==> config.mk <==
export PLATFORM = sky130hd
export DESIGN_NAME = button_press_classifier_flat
export DESIGN_NICKNAME = d
export VERILOG_FILES = /design/src/rtl/button_press_classifier_if.sv /design/src/rtl/button_press_classifier.sv /design/src/flat_wrapper.sv
export SDC_FILE = /design/constraint.sdc
export NUM_CORES = 1
export LEC_CHECK = 0
export ABC_AREA = 1
export BUFFER_PORTS_ARGS = -buffer_cell sky130_fd_sc_hd__buf_2
export CAP_MARGIN = 20
export CELL_PAD_IN_SITES_DETAIL_PLACEMENT = 2
export CELL_PAD_IN_SITES_GLOBAL_PLACEMENT = 2
export CORE_MARGIN = 4
export CORE_UTILIZATION = 34
export CTS_CLUSTER_DIAMETER = 60
export DETAILED_ROUTE_END_ITERATION = 12
export HOLD_SLACK_MARGIN = 0.15
export PLACE_DENSITY = 0.83
export SLEW_MARGIN = 0
export SYNTH_ARGS = -nofsm -noshare
export SYNTH_HDL_FRONTEND = slang
export SYNTH_SLANG_ARGS = --single-unit
export TNS_END_PERCENT = 30
==> constraint.sdc <==
create_clock -name clk -period 2.4 [get_ports clk]
set_input_delay 0.24 -clock clk [delete_from_list [all_inputs] [get_ports clk]]
set_output_delay 0.24 -clock clk [all_outputs]
set_load 0.03 [all_outputs]
==> src/rtl/button_press_classifier_if.sv <==
// Button classifier bus: upstream edge pulses and time base in, classified press pulses out.
// state_dbg mirrors the classifier FSM state so checkers can observe it.
interface button_press_classifier_if;
    logic       tick;
    logic       pedge;
    logic       nedge;
    logic       short_press;
    logic       long_press;
    logic       repeat_press;
    logic       held;
    logic [1:0] state_dbg;

    // Inputs are single-cycle pulses sampled on the rising clk edge; outputs are
    // registered pulses/levels valid one cycle after the qualifying input cycle.
    modport master (
        output tick, pedge, nedge,
        input  short_press, long_press, repeat_press, held, state_dbg
    );

    modport slave (
        input  tick, pedge, nedge,
        output short_press, long_press, repeat_press, held, state_dbg
    );
endinterface

==> src/rtl/button_press_classifier.sv <==
// Classifies a debounced button into short, long and (optionally) auto-repeat presses.
// Optional feature macro: REPEAT_PRESS_EN enables the auto-repeat counter and repeat_press.
module button_press_classifier #(
    parameter int LONG_MS   = 1000,
    parameter int REPEAT_MS = 200
) (
    input  logic                        clk,
    input  logic                        reset,
    button_press_classifier_if.slave    bus
);
    localparam int MAX_MS = (LONG_MS > REPEAT_MS) ? LONG_MS : REPEAT_MS;
    localparam int CNT_W  = $clog2(MAX_MS + 1);

    localparam logic [CNT_W-1:0] CNT_MAX   = '1;
    localparam logic [CNT_W-1:0] LONG_LAST = CNT_W'(LONG_MS - 1);

    typedef enum logic [1:0] {
        IDLE      = 2'd0,
        PRESSED   = 2'd1,
        LONG_HELD = 2'd2
    } state_t;

    state_t           state_q;
    logic [CNT_W-1:0] hold_cnt_q;
    logic             short_q;
    logic             long_q;
    logic             held_q;
`ifdef REPEAT_PRESS_EN
    localparam logic [CNT_W-1:0] REP_LAST = CNT_W'(REPEAT_MS - 1);
    logic [CNT_W-1:0] rep_cnt_q;
    logic             rep_q;
`endif

    always_ff @(posedge clk or posedge reset) begin
        if (reset) begin
            state_q    <= IDLE;
            hold_cnt_q <= '0;
            short_q    <= 1'b0;
            long_q     <= 1'b0;
            held_q     <= 1'b0;
`ifdef REPEAT_PRESS_EN
            rep_cnt_q  <= '0;
            rep_q      <= 1'b0;
`endif
        end else begin
            short_q <= 1'b0;
            long_q  <= 1'b0;
`ifdef REPEAT_PRESS_EN
            rep_q   <= 1'b0;
`endif
            // A same-cycle press+release is treated as noise: nothing moves.
            if (!(bus.pedge && bus.nedge)) begin
                case (state_q)
                    IDLE: begin
                        if (bus.pedge) begin
                            state_q    <= PRESSED;
                            hold_cnt_q <= '0;
                            held_q     <= 1'b1;
                        end
                    end
                    PRESSED: begin
                        if (bus.nedge) begin
                            state_q    <= IDLE;
                            short_q    <= 1'b1;
                            held_q     <= 1'b0;
                            hold_cnt_q <= '0;
                        end else if (bus.tick) begin
                            if (hold_cnt_q == LONG_LAST) begin
                                state_q    <= LONG_HELD;
                                long_q     <= 1'b1;
                                hold_cnt_q <= '0;
`ifdef REPEAT_PRESS_EN
                                rep_cnt_q  <= '0;
`endif
                            end else if (hold_cnt_q != CNT_MAX) begin
                                hold_cnt_q <= hold_cnt_q + 1'b1;
                            end
                        end
                    end
                    LONG_HELD: begin
                        if (bus.nedge) begin
                            state_q <= IDLE;
                            held_q  <= 1'b0;
`ifdef REPEAT_PRESS_EN
                            rep_cnt_q <= '0;
                        end else if (bus.tick) begin
                            if (rep_cnt_q == REP_LAST) begin
                                rep_q     <= 1'b1;
                                rep_cnt_q <= '0;
                            end else if (rep_cnt_q != CNT_MAX) begin
                                rep_cnt_q <= rep_cnt_q + 1'b1;
                            end
`endif
                        end
                    end
                    default: begin
                        state_q <= IDLE;
                        held_q  <= 1'b0;
                    end
                endcase
            end
        end
    end

    assign bus.short_press = short_q;
    assign bus.long_press  = long_q;
    assign bus.held        = held_q;
    assign bus.state_dbg   = state_q;
`ifdef REPEAT_PRESS_EN
    assign bus.repeat_press = rep_q;
`else
    assign bus.repeat_press = 1'b0;
`endif
endmodule

==> src/flat_wrapper.sv <==
// flat-port wrapper written by rule: the top's interface ports become plain ports
module button_press_classifier_flat 
#(
    parameter int LONG_MS   = 1000,
    parameter int REPEAT_MS = 200
)
  (clk, reset, bus_tick, bus_pedge, bus_nedge, bus_short_press, bus_long_press, bus_repeat_press, bus_held, bus_state_dbg);
  button_press_classifier_if bus_i ();
  input  logic clk;
  input  logic reset;
  input wire logic [$bits(bus_i.tick)-1:0] bus_tick;
  input wire logic [$bits(bus_i.pedge)-1:0] bus_pedge;
  input wire logic [$bits(bus_i.nedge)-1:0] bus_nedge;
  output wire logic [$bits(bus_i.short_press)-1:0] bus_short_press;
  output wire logic [$bits(bus_i.long_press)-1:0] bus_long_press;
  output wire logic [$bits(bus_i.repeat_press)-1:0] bus_repeat_press;
  output wire logic [$bits(bus_i.held)-1:0] bus_held;
  output wire logic [$bits(bus_i.state_dbg)-1:0] bus_state_dbg;
  assign bus_i.tick = bus_tick;
  assign bus_i.pedge = bus_pedge;
  assign bus_i.nedge = bus_nedge;
  assign bus_short_press = bus_i.short_press;
  assign bus_long_press = bus_i.long_press;
  assign bus_repeat_press = bus_i.repeat_press;
  assign bus_held = bus_i.held;
  assign bus_state_dbg = bus_i.state_dbg;
  button_press_classifier #(.LONG_MS(LONG_MS), .REPEAT_MS(REPEAT_MS)) u_core (.clk(clk), .reset(reset), .bus(bus_i));
endmodule
; Yosys cells after proc, flatten, opt, wreduce, memory -nomap -nowiden
; Cells that the tools add are included.
[op_classes]
n_lt_le_gt_ge = 0
eq_ne = 10
reduce_logical = 7
bitwise = 1
n_div = 0
add_sub_neg = 1
n_mul = 0
shift = 0
muxes = 23
[op_table]
columns = op, n
row1 = $mux 10, 5
row2 = $pmux 10 s2, 1
row3 = $add 10x1->10 const B, 1
row4 = $eq 10x10->1 const B, 1
row5 = $mux 1, 10
row6 = $mux 2, 5
row7 = $ne 10x10->1 const B, 1
row8 = $reduce_and 5->1, 2
row9 = $pmux 2 s3, 1
row10 = $ne 2x2->1 const B, 2
row11 = $ne 4x2->1 const B, 1
row12 = $ne 3x2->1 const B, 1
row13 = $ne 3x3->1 const B, 1
row14 = $reduce_and 3->1, 1
row15 = $eq 2x1->1 const B, 1
row16 = $eq 2x2->1 const B, 1
row17 = $logic_not 2->1, 1
row18 = $ne 2x1->1 const B, 1
row19 = $pmux 1 s2, 1
row20 = $reduce_bool 2->1, 1
row21 = $reduce_or 2->1, 1
row22 = $logic_and 1x1->1, 1
row23 = $not 1->1, 1
[word_totals]
wordCells = 47
romBits = 0
latch_bits = 0
ram_bits = 0
input_bits = 5
mem_count = 0
regBits = 15
output_inout_bits = 6

; Logic depth before layout (Yosys ltp)
; Gate-level depths: netlist of the first run.
[depth]
ltp_word = 6
ltp_mapped = 10

; Worst setup path before layout of the first run
; Ideal clock, no wire load.
[synth_path]
kind = register to register
from = register u_core.state_q[0], in the netlist u_core.bus.state_dbg[0]
to = register u_core.hold_cnt_q[7]
setup_slack_ns = 0.724
stages_incl_launch_ff = 11
arrival_ns = 1.559
setup_ns = 0.118
path_cell_list = dfrtp_1 inv_1 ha_1 inv_1 nand2_1 nand2_1 nand3b_1 inv_1 nand2_4 nand2_1 nand2_1
[synth_via]
elab_chain_cells = 3
word_cells_on_any_way = 8
classes_between = eq/ne (4) / mux (1) / reduce/logical (3)
[synth_rtl]
columns = element, line
row1 = "start, declared", button_press_classifier.sv:23  ; state_t state_q;
row2 = "start signal, assigned", button_press_classifier.sv:36  ; state_q <= IDLE;
row3 = "start signal, assigned", button_press_classifier.sv:56  ; state_q <= PRESSED;
row4 = "start signal, assigned", button_press_classifier.sv:63  ; state_q <= IDLE;
row5 = $eq 2x1->1 or $logic_not 2->1 (tied branches), button_press_classifier.sv:53  ; case (state_q)
row6 = "$ne 4x2->1 (no source line), or another cell as far along", n/a
row7 = $reduce_and 5->1 (no source line), n/a
row8 = "end signal, assigned", button_press_classifier.sv:76  ; hold_cnt_q <= hold_cnt_q + 1'b1;
row9 = "end, declared", button_press_classifier.sv:24  ; logic [CNT_W-1:0] hold_cnt_q;
; Several ways; a longest one is shown, not always the timed one.
; A chain may end at the register's enable or synchronous reset.

; Worst setup path in the final report of the first run
[layout_path]
from = register u_core.state_q[0], in the netlist u_core.bus.state_dbg[0]
to = register u_core.hold_cnt_q[1]
; Same word-level chain as after synthesis.

==> impl_metrics.ini, run 1 <==
[clock_network]
postCtsHoldBufs = 2
cts_tree = yes
clock_latency_ns = 0.29
cts_buffer_depth = 2
cts_resized = 0
cts_made_buffers = 3
post_cts_buffers = 0
cts_sinks = 15
clkTransAtPathRegs_ns = 0.09
cts-htree-levels = 1
root_buffer = clkbuf_4

[yosys]
syn_nets = 156
synth-seq-cells = 15
syn_area_per_cell_um2 = 7.06
ys_warn_count = 0
netlist_instances = 147
ys_seq_area_share_pct = 36.2
ys_types = 23
synth.cell_area_um2 = 1040

[timing]
tns_ns = 0
post-route-period-util_pct = 71.9
max_freq_mhz = 579
relSlewSlack_pct = 59.0
slew_violations = 0
worst_slack_ns = 0.673
period_needed_ns = 1.73
fin_skew_ns = 0.00930
rsz0062_at_grt = false
worstMarginPinSlew_ns = 0.614
setup_viol = 0
finalHoldViolations = 0

[global_route]
grt_pass1_vias = 1110
antenna_found_initial = 0
grt_pass1_wl_um = 5180
globalRouteTotalUtil_pct = 16.7
grt_max_degree = 16
overflow = 0

[status]
status = finished clean

[worst_setup_path]
critPathArrivalTime_ns = 1.91
cp_data_required_time_ns = 2.58
cp-start-kind = register
timing.rr.start = u_core.bus.state_dbg[0]$_DFFE_PP0P_
endpoint_kind = register
r2r_slack_ns = 0.67
critical_path.max_fanout = 10
r2r_cells = 10
path_class = reg2reg
crit-reg2reg-capture = u_core.hold_cnt_q[1]$_DFFE_PP0P_

[worst_hold_path]
hp-class = in2reg
worstHoldPathCells = 3
min_from = bus_tick
hold_path_end = u_core.bus.long_press$_DFF_PP0_

[die]
dieHeight_um = 63.2
ios = 11
row_count = 19
die_w_um = 63.2
coreArea_um2 = 2830
die_area_um2 = 4000
initial_core_util_pct = 36.7

[detailed_routing]
drtAntennaViolNets = 0
avgRoutedWirePerCell_um = 15.5
vias_per_cell = 5.04
drc = 0
drt_first_iter_violations = 19
first_pass_iters = 4
routed_wl_um = 2970
via_count = 968

[layout]
areaGrowthSynthToFinish_pct = 11.8
final_cell_mix = nand2_1, inv_1, nor2_1, dfrtp_1
num-nets-final = 171
layout_commonest_cell = nand2_1
n_fill_cell = 366
diodes = 0
drive_above_1_share_pct = 15.5

[placed_design]
hpwl_um = 2350
pre_cts_ws_ns = 0.677
io_buffers = 9
place_congestion = 0.744

[power]
p_leak_nw = 0.619
peakVddDrop_mv = 0.401
p_per_area_nw_per_um2 = 717

[flow_run]
maxCapViolations = 0
[power by group]
group	leakage [nW]	internal (mW)	switching [mW]
combinational	0.401	0.113	0.259
sequential	0.203	0.285	0.0268
clock	0.0150	0.0647	0.0825
[through the flow]
stage / instances / util, % / instance area (µm²) / hold slack, ns / total power, mW
global route: 192 / 41.0 / 1160 / 0.198 / 0.907
floorplan: 147 / - / 1040 / 0.141 / 0.585
global placement: 186 / 39.4 / 1110 / 0.330 / 0.671
finish: 192 / 41.0 / 1160 / 0.195 / 0.831
CTS: 192 / 41.0 / 1160 / 0.181 / 0.845
detailed placement: 186 / 39.4 / 1110 / 0.347 / 0.688
[synthesized netlist by cell type, drive strengths merged]
master	n	area share [%]
a21oi	2	0.97
nand4	2	1.2
conb	1	0.36
o21bai	1	0.72
o21a	1	0.72
nor3	3	1.4
ha	4	4.8
o21ai	3	1.4
nor2	21	10
nand3b	2	1.4
xor2	1	0.84
xnor2	1	0.84
nand3	12	8.0
inv	20	7.2
dfrtp	15	36
buf	1	0.72
nand2	57	23
[final cells by class]
class | count | area, µm² | share of cell area (%)
Timing Repair Buffer | 11 | 65.1 | 5.61
Clock buffer | 4 | 26.3 | 2.27
Inverter | 20 | 75.1 | 6.47
Tap cell | 31 | 38.8 | 3.34
Sequential cell | 15 | 375 | 32.4
Multi-Input combinational cell | 111 | 579 | 49.9
[worst max-delay path, cell delays in order, from the launching register on]
cell and delay [ns]:
dfrtp_1 0.41, inv_1 0.09, ha_1 0.23, inv_1 0.10, nand2_1 0.06, nand2_1 0.06, nand3b_1 0.16, inv_1 0.24
nand2_4 0.14, nand2_1 0.09, nand2_1 0.05
[sequential cells by signal, summed over array words and instances, names as in the netlist]
register	flops
u_core.bus.short_press	1
u_core.bus.held	1
u_core.bus.long_press	1
u_core.bus.state_dbg	2
u_core.hold_cnt_q	10
[kinds of logic (layout without fill, tap and decap cells)]
kind of cell    count (synthesis)  in the layout  share of synthesized area [%]
fa+ha+maj                       4              4                           4.83
simple gates                   97             97                           45.1
compound gates                  7              7                           3.86
buf+inv                        21             35                           7.96
flops                          15             15                           36.2
other cells                     1              1                          0.362
xor+xnor                        2              2                           1.69
[routing by layer]
metal,up-vias,GRT usage [%],share of wire [%]
li1,480,-,-
met1,469,19.0,42
met2,14,31.8,53
met5,-,0,0
met4,0,6.47,1.6
met3,5,1.60,2.6
[worst max-delay path by stage]
stage	start	endpoint	slack (ns)	cells past startpoint
3_5_place_dp	u_core.bus.state_dbg[0]$_DFFE_PP0P_	u_core.hold_cnt_q[4]$_DFFE_PP0P_	0.68	10
2_1_floorplan	u_core.bus.state_dbg[0]$_DFFE_PP0P_	u_core.hold_cnt_q[7]$_DFFE_PP0P_	0.72	10
3_3_place_gp	u_core.bus.state_dbg[0]$_DFFE_PP0P_	u_core.hold_cnt_q[8]$_DFFE_PP0P_	0.76	10
4_1_cts	u_core.bus.state_dbg[0]$_DFFE_PP0P_	u_core.hold_cnt_q[1]$_DFFE_PP0P_	0.63	10
6_report	u_core.bus.state_dbg[0]$_DFFE_PP0P_	u_core.hold_cnt_q[1]$_DFFE_PP0P_	0.67	10
5_1_grt	u_core.bus.state_dbg[0]$_DFFE_PP0P_	u_core.hold_cnt_q[1]$_DFFE_PP0P_	0.45	10
(Power assumes the default switching activity.)
==> run 2: changes to the inputs <==
Settings changed: CORE_UTILIZATION 34 to 32, PLACE_DENSITY 0.83 to 0.79.
Clock period 2.4 ns to 1.6 ns, I/O delays scaled along.
==> run 2 against run 1 <==
  * Fmax up 0.37%
  * Sequential share of layout area down 6.7 points
  * Sequential power up 56%
  * The run now ends with negative setup slack left
  * Largest cell class unchanged
  * First-iteration DRC count rose to 4.4 times the previous value
  * Sequential cell count unchanged
  * Critical path type unchanged
  * Clock-buffer cell count unchanged
  * Hold slack better by 0.19 ns
  * Utilization up 7.0 points
  * Critical path depth unchanged
  * Power up 120%
  * Global-route usage up 3.8 points
==> impl_metrics.ini, run 2 (synthesis gave the netlist of run 1 again) <==
[status]
status = complete, but fails checks
violations = negative setup slack

[timing]
period_needed_ns = 1.72
worst_slack_ns = -0.120
slew_violations = 0
post-route-period-util_pct = 108
rsz0062_at_grt = true
hold-worst-slack_ns = 0.385
max_freq_mhz = 581
fin_skew_ns = 0.00141
relSlewSlack_pct = 59.1
finalHoldViolations = 0
setup_viol = 10
tns_ns = -0.551
worstMarginPinSlew_ns = 0.612

[placed_design]
placed_cells = 204
hpwl_um = 2550
place_congestion = 0.734
io_buffers = 9

[detailed_routing]
highest_layer = met4
drc = 0
avgRoutedWirePerCell_um = 21.7
met2_length_um = 2560
drt_first_iter_violations = 84
via_count = 1172
wl_met3_um = 100
drtAntennaViolNets = 0
routed_wl_um = 4950
vias_per_cell = 5.14
met1Wirelength_um = 2120
first_pass_iters = 4

[power]
p_leak_nw = 0.760
finalPower_mw = 1.80
power_frac_clock_pct = 13.7
power.switching_mw = 0.825
peakVddDrop_mv = 0.806
p_comb_share_pct = 59.4
share_seq_of_total_power_pct = 26.9
p_int_mw = 0.980
p_per_area_nw_per_um2 = 1220
swShare_pct = 45.7

[worst_setup_path]
timing.rr.start = u_core.bus.state_dbg[1]$_DFFE_PP0P_
path_class = reg2reg
critical_path.max_fanout = 4
cp-startpoint = u_core.bus.state_dbg[1]$_DFFE_PP0P_
crit-reg2reg-capture = u_core.hold_cnt_q[9]$_DFFE_PP0P_
path_buf_inv = 3
cp-endpoint = u_core.hold_cnt_q[9]$_DFFE_PP0P_
cpMaxStageDelayCell = dfrtp_2
cp_data_required_time_ns = 1.84
path_delay_family = simple AND/OR/NAND/NOR gates
endpoint_kind = register
cp.depth = 10
r2r_slack_ns = -0.12
crit_path_frequent_cell = nand2_1
cp-start-kind = register
critPathArrivalTime_ns = 1.96
path_cells = inv_4 -> ha_4 -> inv_2 -> nand2_1 -> nand2_1 -> nand3b_1 -> buf_6 -> nor3_1 -> nand2_1 -> nand2_1
r2r_cells = 10
max_stage_delay_ns = 0.44

[layout]
drive_above_1_share_pct = 34.2
regMostFlops = u_core.hold_cnt_q
final_cell_mix = nand2_1, buf_4, inv_1
largest_reg_flops = 10
areaGrowthSynthToFinish_pct = 42.5
multi_input_area_um2 = 692
instances_no_fill = 228
n_fill_cell = 363
layout_commonest_cell = nand2_1
num-nets-final = 194
register_area_um2 = 379
diodes = 0

[clock_network]
cts_tree = yes
cts-htree-levels = 1
cts_buffer_depth = 2
clkTransAtPathRegs_ns = 0.11
cts_made_buffers = 3
cts_sinks = 15
clock_latency_ns = 0.30
root_buffer = clkbuf_4

[global_route]
overflow = 0
grt_pass1_vias = 1226
grt_max_degree = 16
globalRouteTotalUtil_pct = 20.5
grt_pass1_wl_um = 6440
antenna_found_initial = 0

[die]
dieHeight_um = 64.9
die_area_um2 = 4220
die_w_um = 64.9
ios = 11
coreArea_um2 = 3080
row_count = 20
initial_core_util_pct = 33.7

[flow_run]
maxCapViolations = 0

[worst_hold_path]
hp-class = in2reg
-- run 2: cell count changes in the layout (fill, tap and decap cells not counted), sizes merged --
cell / before / now
dlygate4sd3: 2 / 4
buf: 9 / 29
nand2: 57 / 58
-- run 2: cell type report --
| class | instances | share of cell area (%) |
|---|---|---|
| Multi-Input combinational cell | 112 | 46.8 |
| Sequential cell | 15 | 25.7 |
| Timing Repair Buffer | 33 | 16.4 |
| Inverter | 20 | 5.59 |
| Tap cell | 44 | 3.73 |
| Clock buffer | 4 | 1.78 |
-- run 2: layer usage --
metal / global-route usage, % / up-vias
met5: 0 / -
met4: 9.50 / 0
met3: 2.77 / 16
met2: 36.0 / 21
met1: 24.5 / 604
li1: - / 531
-- run 2: worst min path at each step --
stage / startpoint / end / slack [ns] / depth (start not counted)
3_3_place_gp: reset / u_core.bus.held$_DFFE_PP0P_ / 0.27 / 2
2_1_floorplan: reset / u_core.bus.held$_DFFE_PP0P_ / 0.06 / 1
4_1_cts: bus_nedge / u_core.bus.long_press$_DFF_PP0_ / 0.30 / 4
5_1_grt: bus_nedge / u_core.bus.long_press$_DFF_PP0_ / 0.38 / 4
6_report: bus_nedge / u_core.bus.long_press$_DFF_PP0_ / 0.38 / 4
3_5_place_dp: reset / u_core.bus.held$_DFFE_PP0P_ / 0.27 / 2
-- run 2: power by group through the flow --
| stage | registers, mW | logic, mW | clock network [mW] |
|---|---|---|---|
| floorplan | 0.546 | 0.336 | 0 |
| global placement | 0.470 | 0.620 | 0 |
| detailed placement | 0.479 | 0.660 | 0 |
| CTS | 0.470 | 0.746 | 0.239 |
| global route | 0.493 | 1.14 | 0.270 |
| finish | 0.486 | 1.07 | 0.247 |
-- run 2: what timing repair did --
action | in CTS | in global routing
cloned | 1 | 0
hold endpoints to repair | 17 | 0
resized for setup | 10 | 21
setup buffers | 4 | 11
hold buffers | 4 | 0
pin swaps | 3 | 12
setup endpoints to repair | 10 | 12
-- run 2: worst reg2reg max path, delay by kind of cell, from the launching register on --
kind          cells  cell delay [ns]
simple gates      6             0.72
fa+ha+maj         1             0.17
buf+inv           3             0.33
flops             1             0.44
-- run 2: stage by stage --
stage	area [µm²]	setup slack, ns	utilization [%]
floorplan	1040	0.0241	-
global placement	1170	-0.0243	38.0
detailed placement	1170	-0.117	38.0
CTS	1310	0.00118	42.7
global route	1480	-0.165	48.0
finish	1480	-0.120	48.0
==> run 3: changes to the inputs <==
Settings changed: CTS_BUF_LIST from default to sky130_fd_sc_hd__clkbuf_16.
Clock period 1.6 ns to 1.77 ns, I/O delays scaled along.
==> run 3 against run 2 <==
  * The run now ends clean
  * Power is 16% lower
  * Clock power is 79% higher
  * Final cell count is 7.0% lower
  * Critical endpoint is now u_core.hold_cnt_q[6]$_DFFE_PP0P_
==> impl_metrics.ini, run 3 (synthesis gave the netlist of run 1 again) <==
[status]
status = finished clean

[layout]
largest_reg_flops = 10
regMostFlops = u_core.hold_cnt_q
layout_commonest_cell = nand2_1
final_cell_mix = nand2_1, inv_1, nor2_1, dfrtp_1
num-nets-final = 178
drive_above_1_share_pct = 22.0
diodes = 0
areaGrowthSynthToFinish_pct = 26.9
n_fill_cell = 373

[clock_network]
cts_made_buffers = 3
cts-htree-levels = 1
cts_buffer_depth = 2
clock_latency_ns = 0.24
cts_tree = yes
cts_sinks = 15
clkTransAtPathRegs_ns = 0.05
root_buffer = clkbuf_16

[detailed_routing]
first_pass_iters = 4
vias_per_cell = 4.83
drt_first_iter_violations = 25
avgRoutedWirePerCell_um = 17.6
via_count = 1023
drc = 0
drtAntennaViolNets = 0
routed_wl_um = 3720

[die]
dieHeight_um = 64.9
die_area_um2 = 4220
initial_core_util_pct = 33.7
row_count = 20
coreArea_um2 = 3080
die_w_um = 64.9
ios = 11

[worst_setup_path]
path_class = reg2reg
cp-start-kind = register
cp-startpoint = u_core.hold_cnt_q[0]$_DFFE_PP0P_
critPathArrivalTime_ns = 1.89
endpoint_kind = register
r2r_cells = 9
r2r_slack_ns = 0.06
critical_path.max_fanout = 5
crit-reg2reg-capture = u_core.hold_cnt_q[6]$_DFFE_PP0P_
cp_data_required_time_ns = 1.95
timing.rr.start = u_core.hold_cnt_q[0]$_DFFE_PP0P_

[timing]
post-route-period-util_pct = 96.6
worstMarginPinSlew_ns = 0.624
max_freq_mhz = 585
finalHoldViolations = 0
setup_viol = 0
tns_ns = 0
period_needed_ns = 1.71
slew_violations = 0
fin_skew_ns = 0.00105
relSlewSlack_pct = 58.4

[power]
power_frac_clock_pct = 29.1
finalPower_mw = 1.51
power.switching_mw = 0.607
p_leak_nw = 0.673
p_per_area_nw_per_um2 = 1150
p_int_mw = 0.908
swShare_pct = 40.1
peakVddDrop_mv = 0.554
p_comb_share_pct = 42.8
share_seq_of_total_power_pct = 28.1

[worst_hold_path]
hp-class = in2reg
worstHoldPathCells = 3
min_from = bus_nedge
hold_path_end = u_core.bus.short_press$_DFF_PP0_

[placed_design]
hpwl_um = 2420
io_buffers = 9
place_congestion = 0.784

[flow_run]
maxCapViolations = 0

[global_route]
globalRouteTotalUtil_pct = 17.2
overflow = 0
antenna_found_initial = 0
grt_max_degree = 16
grt_pass1_vias = 1126
grt_pass1_wl_um = 5460
## run 3: cell count changes in the layout (fill, tap and decap cells not counted), sizes merged
cell         before  now
buf              29   14
dlygate4sd3       4    2
inv              20   21
## run 3: worst max path at each step
stage                                       endpoint
floorplan           u_core.hold_cnt_q[7]$_DFFE_PP0P_
global placement    u_core.hold_cnt_q[6]$_DFFE_PP0P_
detailed placement  u_core.hold_cnt_q[9]$_DFFE_PP0P_
CTS                 u_core.hold_cnt_q[9]$_DFFE_PP0P_
global route        u_core.hold_cnt_q[6]$_DFFE_PP0P_
finish              u_core.hold_cnt_q[6]$_DFFE_PP0P_
## run 3: per-stage QoR
| stage | worst slack [ns] | area [µm²] | cells | util (%) | hold WS [ns] |
|---|---|---|---|---|---|
| after floorplan | 0.0935 | 1040 | 147 | - | 0.0785 |
| after global placement | 0.0932 | 1140 | 200 | 37.0 | 0.287 |
| after detailed placement | 0.00508 | 1140 | 200 | 37.0 | 0.295 |
| after CTS | 0.0293 | 1240 | 206 | 40.2 | 0.193 |
| after global routing | -0.0703 | 1320 | 212 | 42.8 | 0.220 |
| final | 0.0596 | 1320 | 212 | 42.8 | 0.196 |
## run 3: layout make-up
cell class	count	area, µm²	area share, %
clock buffers	3	75.1	5.70
inverters	20	77.6	5.89
multi-input cells	112	618	47.0
flip-flops and latches	15	375	28.5
clock inverters	1	3.75	0.285
repair buffers	17	111	8.46
well taps	44	55.1	4.18
## run 3: power by group through the flow
stage	Combinational [mW]	Clock (mW)	Sequential (mW)
6_report	0.648	0.441	0.426
2_1_floorplan	0.304	0	0.489
3_5_place_dp	0.538	0	0.431
4_1_cts	0.547	0.452	0.426
3_3_place_gp	0.505	0	0.426
5_1_grt	0.707	0.472	0.433
## run 3: metal layers
metal,track usage [%],part of all wire [%],routed length (µm)
met1,21.2,43,1590
met2,30.3,54,2030
met3,3.64,2.3,85
met4,3.96,0.59,22
met5,0,0,0
## run 3: timing repair
item                                    CTS  global route
endpoints found under the setup margin    4            11
setup buffers                             0             5
pin swaps                                 0             2
hold buffers                              2             0
resized for setup                         1            10
hold endpoints to repair                 16             0
gates cloned                              0             1
## run 3: worst max-delay path: stages (launching register included)
cell and delay, ns:
dfrtp_1 0.41, ha_2 0.23, nand2_2 0.13, nor2_4 0.16, nand2_2 0.11, nor2_4 0.15, nand3_4 0.15, nand2_4 0.14
nand2_1 0.07, nand2_1 0.09
